File: src/rtl/reorder_buffer_p_pkg.sv
// ============================================================================
// Module   : reorder_buffer_p_pkg
// Purpose  : Shared configuration for the reorder buffer: default depth,
//            tag-width helper, branch-direction encoding, entry-class flags.
// Revision : 1.0
// ============================================================================
`default_nettype none

package reorder_buffer_p_pkg;

    localparam int c_ROB_DEPTH_DEF = 32;

    // Branch direction encoding shared by predictor and EX
    localparam logic c_NOT_JUMP = 1'b0;
    localparam logic c_JUMP     = 1'b1;

    typedef struct packed {
        logic is_store;
        logic is_branch;
        logic pred;
    } rob_class_t;

    function automatic int rob_tag_w(input int depth);
        return $clog2(depth);
    endfunction

endpackage

`default_nettype wire

File: src/rtl/reorder_buffer_p_if.sv
// ============================================================================
// Module   : reorder_buffer_p_if
// Purpose  : Dispatch / writeback / commit bundle of the reorder buffer.
//            Query ports exist only when ROB_FWD_EN is defined.
// Revision : 1.0
// ============================================================================
`default_nettype none

interface reorder_buffer_p_if
    import reorder_buffer_p_pkg::*;
#(
    parameter int DEPTH  = c_ROB_DEPTH_DEF,
    parameter int DATA_W = 32,
    parameter int ADDR_W = 32,
    parameter int REG_W  = 5
);
    localparam int TAG_W = rob_tag_w(DEPTH);

    logic              alloc_valid_i;
    logic              alloc_ready_o;
    logic [TAG_W-1:0]  alloc_tag_o;
    logic [REG_W-1:0]  alloc_rd_i;
    logic              alloc_is_store_i;
    logic              alloc_is_branch_i;
    logic              alloc_pred_taken_i;

    logic              ex_valid_i;
    logic [TAG_W-1:0]  ex_tag_i;
    logic [DATA_W-1:0] ex_data_i;
    logic              ex_taken_i;
    logic [ADDR_W-1:0] ex_npc_i;

    logic              lsb_valid_i;
    logic [TAG_W-1:0]  lsb_tag_i;
    logic [DATA_W-1:0] lsb_data_i;

    logic              st_commit_valid_o;
    logic [TAG_W-1:0]  st_commit_tag_o;
    logic              st_commit_ack_i;

    logic              rf_we_o;
    logic [REG_W-1:0]  rf_rd_o;
    logic [DATA_W-1:0] rf_data_o;
    logic [TAG_W-1:0]  rf_tag_o;

    logic              flush_o;
    logic [ADDR_W-1:0] flush_pc_o;
    logic [TAG_W:0]    count_o;

`ifdef ROB_FWD_EN
    logic [TAG_W-1:0]  q0_tag_i;
    logic              q0_ready_o;
    logic [DATA_W-1:0] q0_data_o;
    logic [TAG_W-1:0]  q1_tag_i;
    logic              q1_ready_o;
    logic [DATA_W-1:0] q1_data_o;
`endif

    modport master (
        output alloc_valid_i, alloc_rd_i, alloc_is_store_i, alloc_is_branch_i,
               alloc_pred_taken_i,
               ex_valid_i, ex_tag_i, ex_data_i, ex_taken_i, ex_npc_i,
               lsb_valid_i, lsb_tag_i, lsb_data_i, st_commit_ack_i,
        input  alloc_ready_o, alloc_tag_o, st_commit_valid_o, st_commit_tag_o,
               rf_we_o, rf_rd_o, rf_data_o, rf_tag_o, flush_o, flush_pc_o, count_o
`ifdef ROB_FWD_EN
        ,
        output q0_tag_i, q1_tag_i,
        input  q0_ready_o, q0_data_o, q1_ready_o, q1_data_o
`endif
    );

    modport slave (
        input  alloc_valid_i, alloc_rd_i, alloc_is_store_i, alloc_is_branch_i,
               alloc_pred_taken_i,
               ex_valid_i, ex_tag_i, ex_data_i, ex_taken_i, ex_npc_i,
               lsb_valid_i, lsb_tag_i, lsb_data_i, st_commit_ack_i,
        output alloc_ready_o, alloc_tag_o, st_commit_valid_o, st_commit_tag_o,
               rf_we_o, rf_rd_o, rf_data_o, rf_tag_o, flush_o, flush_pc_o, count_o
`ifdef ROB_FWD_EN
        ,
        input  q0_tag_i, q1_tag_i,
        output q0_ready_o, q0_data_o, q1_ready_o, q1_data_o
`endif
    );

endinterface

`default_nettype wire

File: src/rtl/reorder_buffer_p_qport.sv
// ============================================================================
// Module   : reorder_buffer_p_qport
// Purpose  : Single operand-forwarding lookup by tag with same-cycle
//            writeback bypass (EX wins over LSB). Built only with ROB_FWD_EN.
// Revision : 1.0
// ============================================================================
`default_nettype none

`ifdef ROB_FWD_EN
module reorder_buffer_p_qport
    import reorder_buffer_p_pkg::*;
#(
    parameter  int DEPTH  = c_ROB_DEPTH_DEF,
    parameter  int DATA_W = 32,
    localparam int TAG_W  = rob_tag_w(DEPTH)
) (
    input  logic [TAG_W-1:0]  i_tag,
    input  logic [DEPTH-1:0]  i_busy,
    input  logic [DEPTH-1:0]  i_done,
    input  logic [DATA_W-1:0] i_data [DEPTH],
    input  logic              i_ex_wb,
    input  logic [TAG_W-1:0]  i_ex_tag,
    input  logic [DATA_W-1:0] i_ex_data,
    input  logic              i_lsb_wb,
    input  logic [TAG_W-1:0]  i_lsb_tag,
    input  logic [DATA_W-1:0] i_lsb_data,
    output logic              o_ready,
    output logic [DATA_W-1:0] o_data
);

    // Writeback strobes arrive already qualified by busy/rdy; EX is applied last so it wins.
    always_comb begin
        o_ready = i_busy[i_tag] && i_done[i_tag];
        o_data  = i_data[i_tag];
        if (i_lsb_wb && (i_lsb_tag == i_tag)) begin
            o_ready = 1'b1;
            o_data  = i_lsb_data;
        end
        if (i_ex_wb && (i_ex_tag == i_tag)) begin
            o_ready = 1'b1;
            o_data  = i_ex_data;
        end
    end

endmodule
`endif

`default_nettype wire

File: src/rtl/reorder_buffer_p.sv
// ============================================================================
// Module   : reorder_buffer_p
// Purpose  : In-order retirement queue: allocate at tail, EX/LSB writeback,
//            commit at head with store handshake and mispredict flush.
//            Optional forwarding query ports: define ROB_FWD_EN.
// Revision : 1.0
// ============================================================================
`default_nettype none

module reorder_buffer_p
    import reorder_buffer_p_pkg::*;
#(
    parameter int DEPTH  = c_ROB_DEPTH_DEF,
    parameter int DATA_W = 32,
    parameter int ADDR_W = 32,
    parameter int REG_W  = 5
) (
    input  logic              clk,
    input  logic              rst_n,
    input  logic              rdy,
    reorder_buffer_p_if.slave bus
);

    localparam int             TAG_W  = rob_tag_w(DEPTH);
    localparam logic [TAG_W:0] c_FULL = (TAG_W+1)'(DEPTH);

    logic [DEPTH-1:0]  r_busy;
    logic [DEPTH-1:0]  r_done;
    logic [DEPTH-1:0]  r_taken;
    rob_class_t        r_cls  [DEPTH];
    logic [REG_W-1:0]  r_rd   [DEPTH];
    logic [DATA_W-1:0] r_data [DEPTH];
    logic [ADDR_W-1:0] r_npc  [DEPTH];

    logic [TAG_W-1:0]  r_head;
    logic [TAG_W-1:0]  r_tail;
    logic [TAG_W:0]    r_count;

    logic              r_rf_we;
    logic [REG_W-1:0]  r_rf_rd;
    logic [DATA_W-1:0] r_rf_data;
    logic [TAG_W-1:0]  r_rf_tag;
    logic              r_flush;
    logic [ADDR_W-1:0] r_flush_pc;

    logic       w_full;
    logic       w_empty;
    logic       w_alloc_ready;
    rob_class_t w_head_cls;
    logic       w_head_ok;
    logic       w_st_valid;
    logic       w_retire;
    logic       w_mispred;
    logic       w_alloc;
    logic       w_ex_wb;
    logic       w_lsb_wb;

    assign w_full        = (r_count == c_FULL);
    assign w_empty       = (r_count == '0);
    // Gated by rst_n so the port reads 0 while reset is asserted.
    assign w_alloc_ready = rst_n && !w_full && !r_flush;

    assign w_head_cls = r_cls[r_head];
    assign w_head_ok  = !w_empty && r_busy[r_head] && r_done[r_head];
    assign w_st_valid = w_head_ok && w_head_cls.is_store;
    assign w_retire   = rdy && w_head_ok && (!w_head_cls.is_store || bus.st_commit_ack_i);
    assign w_mispred  = w_retire && w_head_cls.is_branch
                        && (r_taken[r_head] != w_head_cls.pred);

    // A mispredicting commit squashes everything else arriving that cycle.
    assign w_alloc  = rdy && bus.alloc_valid_i && w_alloc_ready && !w_mispred;
    assign w_ex_wb  = rdy && bus.ex_valid_i  && r_busy[bus.ex_tag_i]  && !w_mispred;
    assign w_lsb_wb = rdy && bus.lsb_valid_i && r_busy[bus.lsb_tag_i] && !w_mispred;

    // Control state and registered commit outputs
    always_ff @(posedge clk or negedge rst_n) begin
        if (!rst_n) begin
            r_busy     <= '0;
            r_done     <= '0;
            r_taken    <= '0;
            r_head     <= '0;
            r_tail     <= '0;
            r_count    <= '0;
            r_rf_we    <= 1'b0;
            r_rf_rd    <= '0;
            r_rf_data  <= '0;
            r_rf_tag   <= '0;
            r_flush    <= 1'b0;
            r_flush_pc <= '0;
        end else if (rdy) begin
            r_rf_we <= w_retire && !w_head_cls.is_store && (r_rd[r_head] != '0);
            r_flush <= w_mispred;
            if (w_retire) begin
                r_rf_rd   <= r_rd[r_head];
                r_rf_data <= r_data[r_head];
                r_rf_tag  <= r_head;
            end
            if (w_mispred) begin
                r_busy     <= '0;
                r_done     <= '0;
                r_head     <= '0;
                r_tail     <= '0;
                r_count    <= '0;
                r_flush_pc <= r_npc[r_head];
            end else begin
                if (w_ex_wb) begin
                    r_done[bus.ex_tag_i]  <= 1'b1;
                    r_taken[bus.ex_tag_i] <= bus.ex_taken_i;
                end
                if (w_lsb_wb) begin
                    r_done[bus.lsb_tag_i] <= 1'b1;
                end
                if (w_retire) begin
                    r_busy[r_head] <= 1'b0;
                    r_done[r_head] <= 1'b0;
                    r_head         <= r_head + 1'b1;
                end
                if (w_alloc) begin
                    r_busy[r_tail]  <= 1'b1;
                    r_done[r_tail]  <= 1'b0;
                    r_taken[r_tail] <= c_NOT_JUMP;
                    r_tail          <= r_tail + 1'b1;
                end
                r_count <= r_count + (TAG_W+1)'(w_alloc) - (TAG_W+1)'(w_retire);
            end
        end else begin
            r_rf_we <= 1'b0;
            r_flush <= 1'b0;
        end
    end

    // Entry payload needs no reset: busy/done qualify every read.
    always_ff @(posedge clk) begin
        if (w_ex_wb) begin
            r_data[bus.ex_tag_i] <= bus.ex_data_i;
            r_npc[bus.ex_tag_i]  <= bus.ex_npc_i;
        end
        if (w_lsb_wb) begin
            r_data[bus.lsb_tag_i] <= bus.lsb_data_i;
        end
        if (w_alloc) begin
            r_rd[r_tail]  <= bus.alloc_rd_i;
            r_cls[r_tail] <= '{is_store:  bus.alloc_is_store_i,
                               is_branch: bus.alloc_is_branch_i,
                               pred:      bus.alloc_pred_taken_i};
        end
    end

    assign bus.alloc_ready_o     = w_alloc_ready;
    assign bus.alloc_tag_o       = r_tail;
    assign bus.st_commit_valid_o = w_st_valid;
    assign bus.st_commit_tag_o   = r_head;
    assign bus.rf_we_o           = r_rf_we;
    assign bus.rf_rd_o           = r_rf_rd;
    assign bus.rf_data_o         = r_rf_data;
    assign bus.rf_tag_o          = r_rf_tag;
    assign bus.flush_o           = r_flush;
    assign bus.flush_pc_o        = r_flush_pc;
    assign bus.count_o           = r_count;

`ifdef ROB_FWD_EN
    reorder_buffer_p_qport #(.DEPTH(DEPTH), .DATA_W(DATA_W)) u_qport0 (
        .i_tag      (bus.q0_tag_i),
        .i_busy     (r_busy),
        .i_done     (r_done),
        .i_data     (r_data),
        .i_ex_wb    (w_ex_wb),
        .i_ex_tag   (bus.ex_tag_i),
        .i_ex_data  (bus.ex_data_i),
        .i_lsb_wb   (w_lsb_wb),
        .i_lsb_tag  (bus.lsb_tag_i),
        .i_lsb_data (bus.lsb_data_i),
        .o_ready    (bus.q0_ready_o),
        .o_data     (bus.q0_data_o)
    );

    reorder_buffer_p_qport #(.DEPTH(DEPTH), .DATA_W(DATA_W)) u_qport1 (
        .i_tag      (bus.q1_tag_i),
        .i_busy     (r_busy),
        .i_done     (r_done),
        .i_data     (r_data),
        .i_ex_wb    (w_ex_wb),
        .i_ex_tag   (bus.ex_tag_i),
        .i_ex_data  (bus.ex_data_i),
        .i_lsb_wb   (w_lsb_wb),
        .i_lsb_tag  (bus.lsb_tag_i),
        .i_lsb_data (bus.lsb_data_i),
        .o_ready    (bus.q1_ready_o),
        .o_data     (bus.q1_data_o)
    );
`endif

endmodule

`default_nettype wire

File: src/flat_wrapper.sv
// flat-port wrapper written by rule: the top's interface ports become plain ports
module reorder_buffer_p_flat import reorder_buffer_p_pkg::*;
#(
    parameter int DEPTH  = c_ROB_DEPTH_DEF,
    parameter int DATA_W = 32,
    parameter int ADDR_W = 32,
    parameter int REG_W  = 5
)
  (clk, rst_n, rdy, bus_alloc_valid_i, bus_alloc_rd_i, bus_alloc_is_store_i, bus_alloc_is_branch_i, bus_alloc_pred_taken_i, bus_ex_valid_i, bus_ex_tag_i, bus_ex_data_i, bus_ex_taken_i, bus_ex_npc_i, bus_lsb_valid_i, bus_lsb_tag_i, bus_lsb_data_i, bus_st_commit_ack_i, bus_alloc_ready_o, bus_alloc_tag_o, bus_st_commit_valid_o, bus_st_commit_tag_o, bus_rf_we_o, bus_rf_rd_o, bus_rf_data_o, bus_rf_tag_o, bus_flush_o, bus_flush_pc_o, bus_count_o);
  reorder_buffer_p_if #(.DEPTH(DEPTH), .DATA_W(DATA_W), .ADDR_W(ADDR_W), .REG_W(REG_W)) bus_i ();
  input  logic clk;
  input  logic rst_n;
  input  logic rdy;
  input wire logic [$bits(bus_i.alloc_valid_i)-1:0] bus_alloc_valid_i;
  input wire logic [$bits(bus_i.alloc_rd_i)-1:0] bus_alloc_rd_i;
  input wire logic [$bits(bus_i.alloc_is_store_i)-1:0] bus_alloc_is_store_i;
  input wire logic [$bits(bus_i.alloc_is_branch_i)-1:0] bus_alloc_is_branch_i;
  input wire logic [$bits(bus_i.alloc_pred_taken_i)-1:0] bus_alloc_pred_taken_i;
  input wire logic [$bits(bus_i.ex_valid_i)-1:0] bus_ex_valid_i;
  input wire logic [$bits(bus_i.ex_tag_i)-1:0] bus_ex_tag_i;
  input wire logic [$bits(bus_i.ex_data_i)-1:0] bus_ex_data_i;
  input wire logic [$bits(bus_i.ex_taken_i)-1:0] bus_ex_taken_i;
  input wire logic [$bits(bus_i.ex_npc_i)-1:0] bus_ex_npc_i;
  input wire logic [$bits(bus_i.lsb_valid_i)-1:0] bus_lsb_valid_i;
  input wire logic [$bits(bus_i.lsb_tag_i)-1:0] bus_lsb_tag_i;
  input wire logic [$bits(bus_i.lsb_data_i)-1:0] bus_lsb_data_i;
  input wire logic [$bits(bus_i.st_commit_ack_i)-1:0] bus_st_commit_ack_i;
  output wire logic [$bits(bus_i.alloc_ready_o)-1:0] bus_alloc_ready_o;
  output wire logic [$bits(bus_i.alloc_tag_o)-1:0] bus_alloc_tag_o;
  output wire logic [$bits(bus_i.st_commit_valid_o)-1:0] bus_st_commit_valid_o;
  output wire logic [$bits(bus_i.st_commit_tag_o)-1:0] bus_st_commit_tag_o;
  output wire logic [$bits(bus_i.rf_we_o)-1:0] bus_rf_we_o;
  output wire logic [$bits(bus_i.rf_rd_o)-1:0] bus_rf_rd_o;
  output wire logic [$bits(bus_i.rf_data_o)-1:0] bus_rf_data_o;
  output wire logic [$bits(bus_i.rf_tag_o)-1:0] bus_rf_tag_o;
  output wire logic [$bits(bus_i.flush_o)-1:0] bus_flush_o;
  output wire logic [$bits(bus_i.flush_pc_o)-1:0] bus_flush_pc_o;
  output wire logic [$bits(bus_i.count_o)-1:0] bus_count_o;
  assign bus_i.alloc_valid_i = bus_alloc_valid_i;
  assign bus_i.alloc_rd_i = bus_alloc_rd_i;
  assign bus_i.alloc_is_store_i = bus_alloc_is_store_i;
  assign bus_i.alloc_is_branch_i = bus_alloc_is_branch_i;
  assign bus_i.alloc_pred_taken_i = bus_alloc_pred_taken_i;
  assign bus_i.ex_valid_i = bus_ex_valid_i;
  assign bus_i.ex_tag_i = bus_ex_tag_i;
  assign bus_i.ex_data_i = bus_ex_data_i;
  assign bus_i.ex_taken_i = bus_ex_taken_i;
  assign bus_i.ex_npc_i = bus_ex_npc_i;
  assign bus_i.lsb_valid_i = bus_lsb_valid_i;
  assign bus_i.lsb_tag_i = bus_lsb_tag_i;
  assign bus_i.lsb_data_i = bus_lsb_data_i;
  assign bus_i.st_commit_ack_i = bus_st_commit_ack_i;
  assign bus_alloc_ready_o = bus_i.alloc_ready_o;
  assign bus_alloc_tag_o = bus_i.alloc_tag_o;
  assign bus_st_commit_valid_o = bus_i.st_commit_valid_o;
  assign bus_st_commit_tag_o = bus_i.st_commit_tag_o;
  assign bus_rf_we_o = bus_i.rf_we_o;
  assign bus_rf_rd_o = bus_i.rf_rd_o;
  assign bus_rf_data_o = bus_i.rf_data_o;
  assign bus_rf_tag_o = bus_i.rf_tag_o;
  assign bus_flush_o = bus_i.flush_o;
  assign bus_flush_pc_o = bus_i.flush_pc_o;
  assign bus_count_o = bus_i.count_o;
  reorder_buffer_p #(.DEPTH(DEPTH), .DATA_W(DATA_W), .ADDR_W(ADDR_W), .REG_W(REG_W)) u_core (.clk(clk), .rst_n(rst_n), .rdy(rdy), .bus(bus_i));
endmodule
File: config.mk
export PLATFORM = sky130hd
export DESIGN_NAME = reorder_buffer_p_flat
export DESIGN_NICKNAME = d
export VERILOG_FILES = /design/src/rtl/reorder_buffer_p_pkg.sv /design/src/rtl/reorder_buffer_p_if.sv /design/src/rtl/reorder_buffer_p_qport.sv /design/src/rtl/reorder_buffer_p.sv /design/src/flat_wrapper.sv
export SDC_FILE = /design/constraint.sdc
export NUM_CORES = 2
export LEC_CHECK = 0
export CORE_ASPECT_RATIO = 1.1
export CORE_UTILIZATION = 23
export DETAILED_ROUTE_END_ITERATION = 8
export HOLD_SLACK_MARGIN = 0.12
export PLACE_DENSITY = 0.4
export SYNTH_ARGS = -nofsm -noshare
export SYNTH_HDL_FRONTEND = slang
export SYNTH_SLANG_ARGS = --single-unit
File: constraint.sdc
create_clock -name clk -period 11.25 [get_ports clk]
set_clock_uncertainty 0.2 [all_clocks]
set_input_delay 1.125 -clock clk [delete_from_list [all_inputs] [get_ports clk]]
set_output_delay 1.125 -clock clk [all_outputs]
set_load 0.005 [all_outputs]
==> summary.txt <==
Outcome
  – Status: finished clean

Hold path
  – Hold Path Origin: u_core.bus.rf_tag_o[1]
  – WHS Endpoint: u_core.bus.rf_tag_o[1]
  – Hold Crit Depth: 1
  – Hold Path Class: register to register

Layout
  – Leading cell type in the layout, fill and taps excluded: edfxtp_1
  – Commonest non-fill, non-tap cells in the layout: 2304 x edfxtp_1, 886 x mux2_2, 590 x mux4_2
  – Layout cell share with drive strength beyond 1: 37.3%
  – Final Cell Area: 129000 um2
  – P&R area growth vs syn: 17.3%
  – Final net count: 6145

STA
  – Slew headroom: 8.58%
  – Setup TNS Final: 0 ns
  – Worst hold slack: 0.320 ns
  – Slew @ Worst Pin: 1.37 ns
  – Unrepaired setup endpoints after global routing: false
  – Hold Vio Cnt, Final: 0
  – Fmax: 132 MHz
  – Final setup fails: 0
  – Max Slew Vio Count: 0
  – Final Critical Period: 7.58 ns
  – Final worst-path cycle share: 67.4%

Routing
  – First DRT Iteration DRCs: 5320
  – Final WL: 396000 um
  – Pre-antenna DRT Iters: 7
  – Number of vias per cell: 4.71
  – DRC errors left: 0
  – Vias: 59300
  – Wirelength per Cell: 31.5 um
  – Final ANT Viol Nets: 0

Yosys
  – Synth Warn #: 0
  – Synthesized flop and latch total: 2492
  – Cell variety after synth: 77
  – Syn Area/Cell: 18.8 um2
  – Post-Syn Instances: 5875
  – Async SR Flop Fraction: 7.54%
  – Net count after synthesis: 6015
  – Synth Flop Type: edfxtp_1
  – Seq/Total Area, Yosys: 67.0%
  – Synthesized cell area: 110000 um2
  – Post-synth EDFFs: 2304

Pwr
  – Sequential share of power: 41.7%
  – Net Sw Power: 6.87 mW
  – Leak pwr: 40.9 nW
  – Int Pwr: 18.5 mW
  – Clock share of power: 38.8%
  – Power Dens Cells: 196 nW/um2
  – Combinational power share: 19.6%
  – Max rail drop VDD: 0.135 mV
  – Sw Ratio: 27.0%

Setup path
  – Reg2reg setup slack: 3.67 ns
  – Critical Path RT: 11.53 ns
  – Critical path launch point type: register
  – Maximum fanout along the worst path: 59
  – Worst r2r path cells: 10
  – CP Class: register to register
  – R2r endpoint: u_core.r_data[20][9]
  – Crit. End Element: register
  – Worst reg2reg startpoint: u_core.bus.st_commit_tag_o[1]
  – WP data arrival: 7.86 ns

Global route
  – Vias in the first global route: 62200
  – Total grt overflow: 0
  – Initial antenna violation count: 48
  – First-pass GRT wire length: 541000 um
  – Largest net degree at the start of global routing: 110
  – Total GRT Usage: 16.1%

CTS
  – Clock insertion delay at the later pin of the skew report: 0.91 ns
  – CTS max path bufs: 4
  – CTS tree: done
  – Number of CTS-inserted buffers: 306
  – CTS Root Cell: clkbuf_16
  – TritonCTS Sinks: 2492
  – CTS resizes: 0
  – H-Tree Depth: 5
  – CTS clk-pin slew, worst paths: 0.06 ns

Placement
  – Placement Cell Area: 119000 um2
  – Dpl hpwl: 217000 um
  – GP Congestion: 0.796
  – Port buffer count: 215

Job
  – Max_cap viols: 0

Floorplanning
  – Area of the die: 482000 um2
  – # rows: 266
  – Ports: 216
  – Die Y: 728 um
  – Initial Util: 23.1%
  – Die W: 662 um
  – Core box area: 477000 um2
## Yosys cell counts, drive strengths merged (4+ instances only)
| library cell | count | area, um2 |
|---|---|---|
| nor2 | 136 | 510 |
| o21ai | 39 | 195 |
| and4 | 8 | 70.1 |
| a221oi | 128 | 1120 |
| a31oi | 85 | 532 |
| xor2 | 4 | 35.0 |
| nor2b | 7 | 43.8 |
| and3b | 9 | 78.8 |
| edfxtp | 2304 | 69200 |
| a311oi | 18 | 158 |
| nor3 | 26 | 135 |
| ha | 17 | 213 |
| and2 | 7 | 43.8 |
| nand4b | 4 | 41.3 |
| o211ai | 28 | 210 |
| a211oi | 6 | 65.1 |
| nand3 | 21 | 105 |
| clkbuf | 322 | 1210 |
| a22o | 130 | 1140 |
| o22ai | 31 | 194 |
| a22oi | 33 | 248 |
| or4b | 4 | 40.0 |
| or4bb | 5 | 56.3 |
| nand4 | 37 | 626 |
| xnor2 | 4 | 35.0 |
| or3b | 5 | 43.8 |
| mux2 | 1032 | 12000 |
| nand3b | 5 | 37.5 |
| a21oi | 49 | 245 |
| a2111oi | 5 | 71.3 |
| nand2 | 117 | 449 |
| inv | 75 | 282 |
| buf | 255 | 1600 |
| mux2i | 74 | 741 |
| and3 | 10 | 62.6 |
| dfrtp | 188 | 4700 |
| nor4 | 6 | 37.5 |
| nor3b | 12 | 110 |
| mux4 | 590 | 13300 |
## routing by layer
metal  global-route usage (%)  wire [um]  share of wire (%)
met5                        0         84              0.021
met4                     3.90      10200                2.6
met3                     2.59      20400                5.1
met2                     27.9     198000                 50
met1                     20.8     167000                 42
## kinds of logic after synthesis
group | synth area share [%]
multiplexers | 23.6
XOR/XNOR | 0.0635
adder cells (fa/ha/maj) | 0.211
AO/OA/AOI/OAI | 4.00
buffers and inverters | 2.81
flip-flops | 67.0
AND/OR/NAND/NOR | 2.34
## power by group through the flow
stage                     Clock [mW]  Sequential, mW  Combinational (mW)
after floorplan                    0            10.6                3.44
after global placement             0            10.8                5.11
after detailed placement           0            10.8                5.11
after CTS                       10.1            10.6                5.12
after global routing            10.4            10.6                5.33
final                           9.84            10.6                4.97
## stage by stage
| step | utilization [%] | power [mW] | setup slack, ns | cells |
|---|---|---|---|---|
| 3_3_place_gp | 25.0 | 15.9 | 3.57 | 12000 |
| 4_1_cts | 27.1 | 25.8 | 3.59 | 12600 |
| 2_1_floorplan | - | 14.0 | 2.57 | 5875 |
| 5_1_grt | 27.1 | 26.4 | 3.31 | 12600 |
| 6_report | 27.1 | 25.4 | 3.67 | 12600 |
| 3_5_place_dp | 25.0 | 15.9 | 3.63 | 12000 |
## critical path, cell delays in order (launching register included)
cell       delay (ns)
dfrtp_4          0.97
buf_4            0.89
mux2i_1          0.34
o22ai_1          0.11
or4_1            0.58
o211ai_1         0.32
a2111oi_4        0.12
buf_4            0.27
nand2_4          0.67
nand4_4          1.22
nand2_4          1.26
## state kept, by name, summed over array words and instances, names as in the netlist, 6 cells and up
signal                 cells
u_core.r_taken            32
u_core.r_done             32
u_core.bus.count_o         6
u_core.r_data           1024
u_core.bus.rf_data_o      32
u_core.r_busy             32
u_core.r_npc            1024
u_core.bus.flush_pc_o     32
u_core.r_cls              96
u_core.r_rd              160
## layout make-up
class / count / area, um2
Tap cell: 6298 / 7880
Multi-Input combinational cell: 2731 / 33700
Inverter: 75 / 287
Sequential cell: 2492 / 73900
Timing Repair Buffer: 399 / 3570
Antenna cell: 14 / 35.0
Clock inverter: 143 / 1440
Clock buffer: 418 / 8440
Fill cell: 47800 / 348000
## worst max path at each step
stage,start,to,slack [ns]
6_report,u_core.bus.st_commit_tag_o[1],u_core.r_data[20][9],3.67
5_1_grt,u_core.bus.st_commit_tag_o[1],u_core.r_data[5][11],3.31
4_1_cts,u_core.bus.st_commit_tag_o[1],u_core.r_data[20][9],3.59
3_5_place_dp,u_core.bus.st_commit_tag_o[1],u_core.r_data[20][21],3.63
3_3_place_gp,u_core.bus.st_commit_tag_o[1],u_core.r_data[20][21],3.57
2_1_floorplan,bus_ex_tag_i[2],u_core.r_taken[12],2.57
## what timing repair did
action                    4_1_cts  5_1_grt
hold endpoints to repair        6        0
setup buffers                   0        0
hold buffers                    1        0
Note: power is estimated with default switching activity, not from simulation.
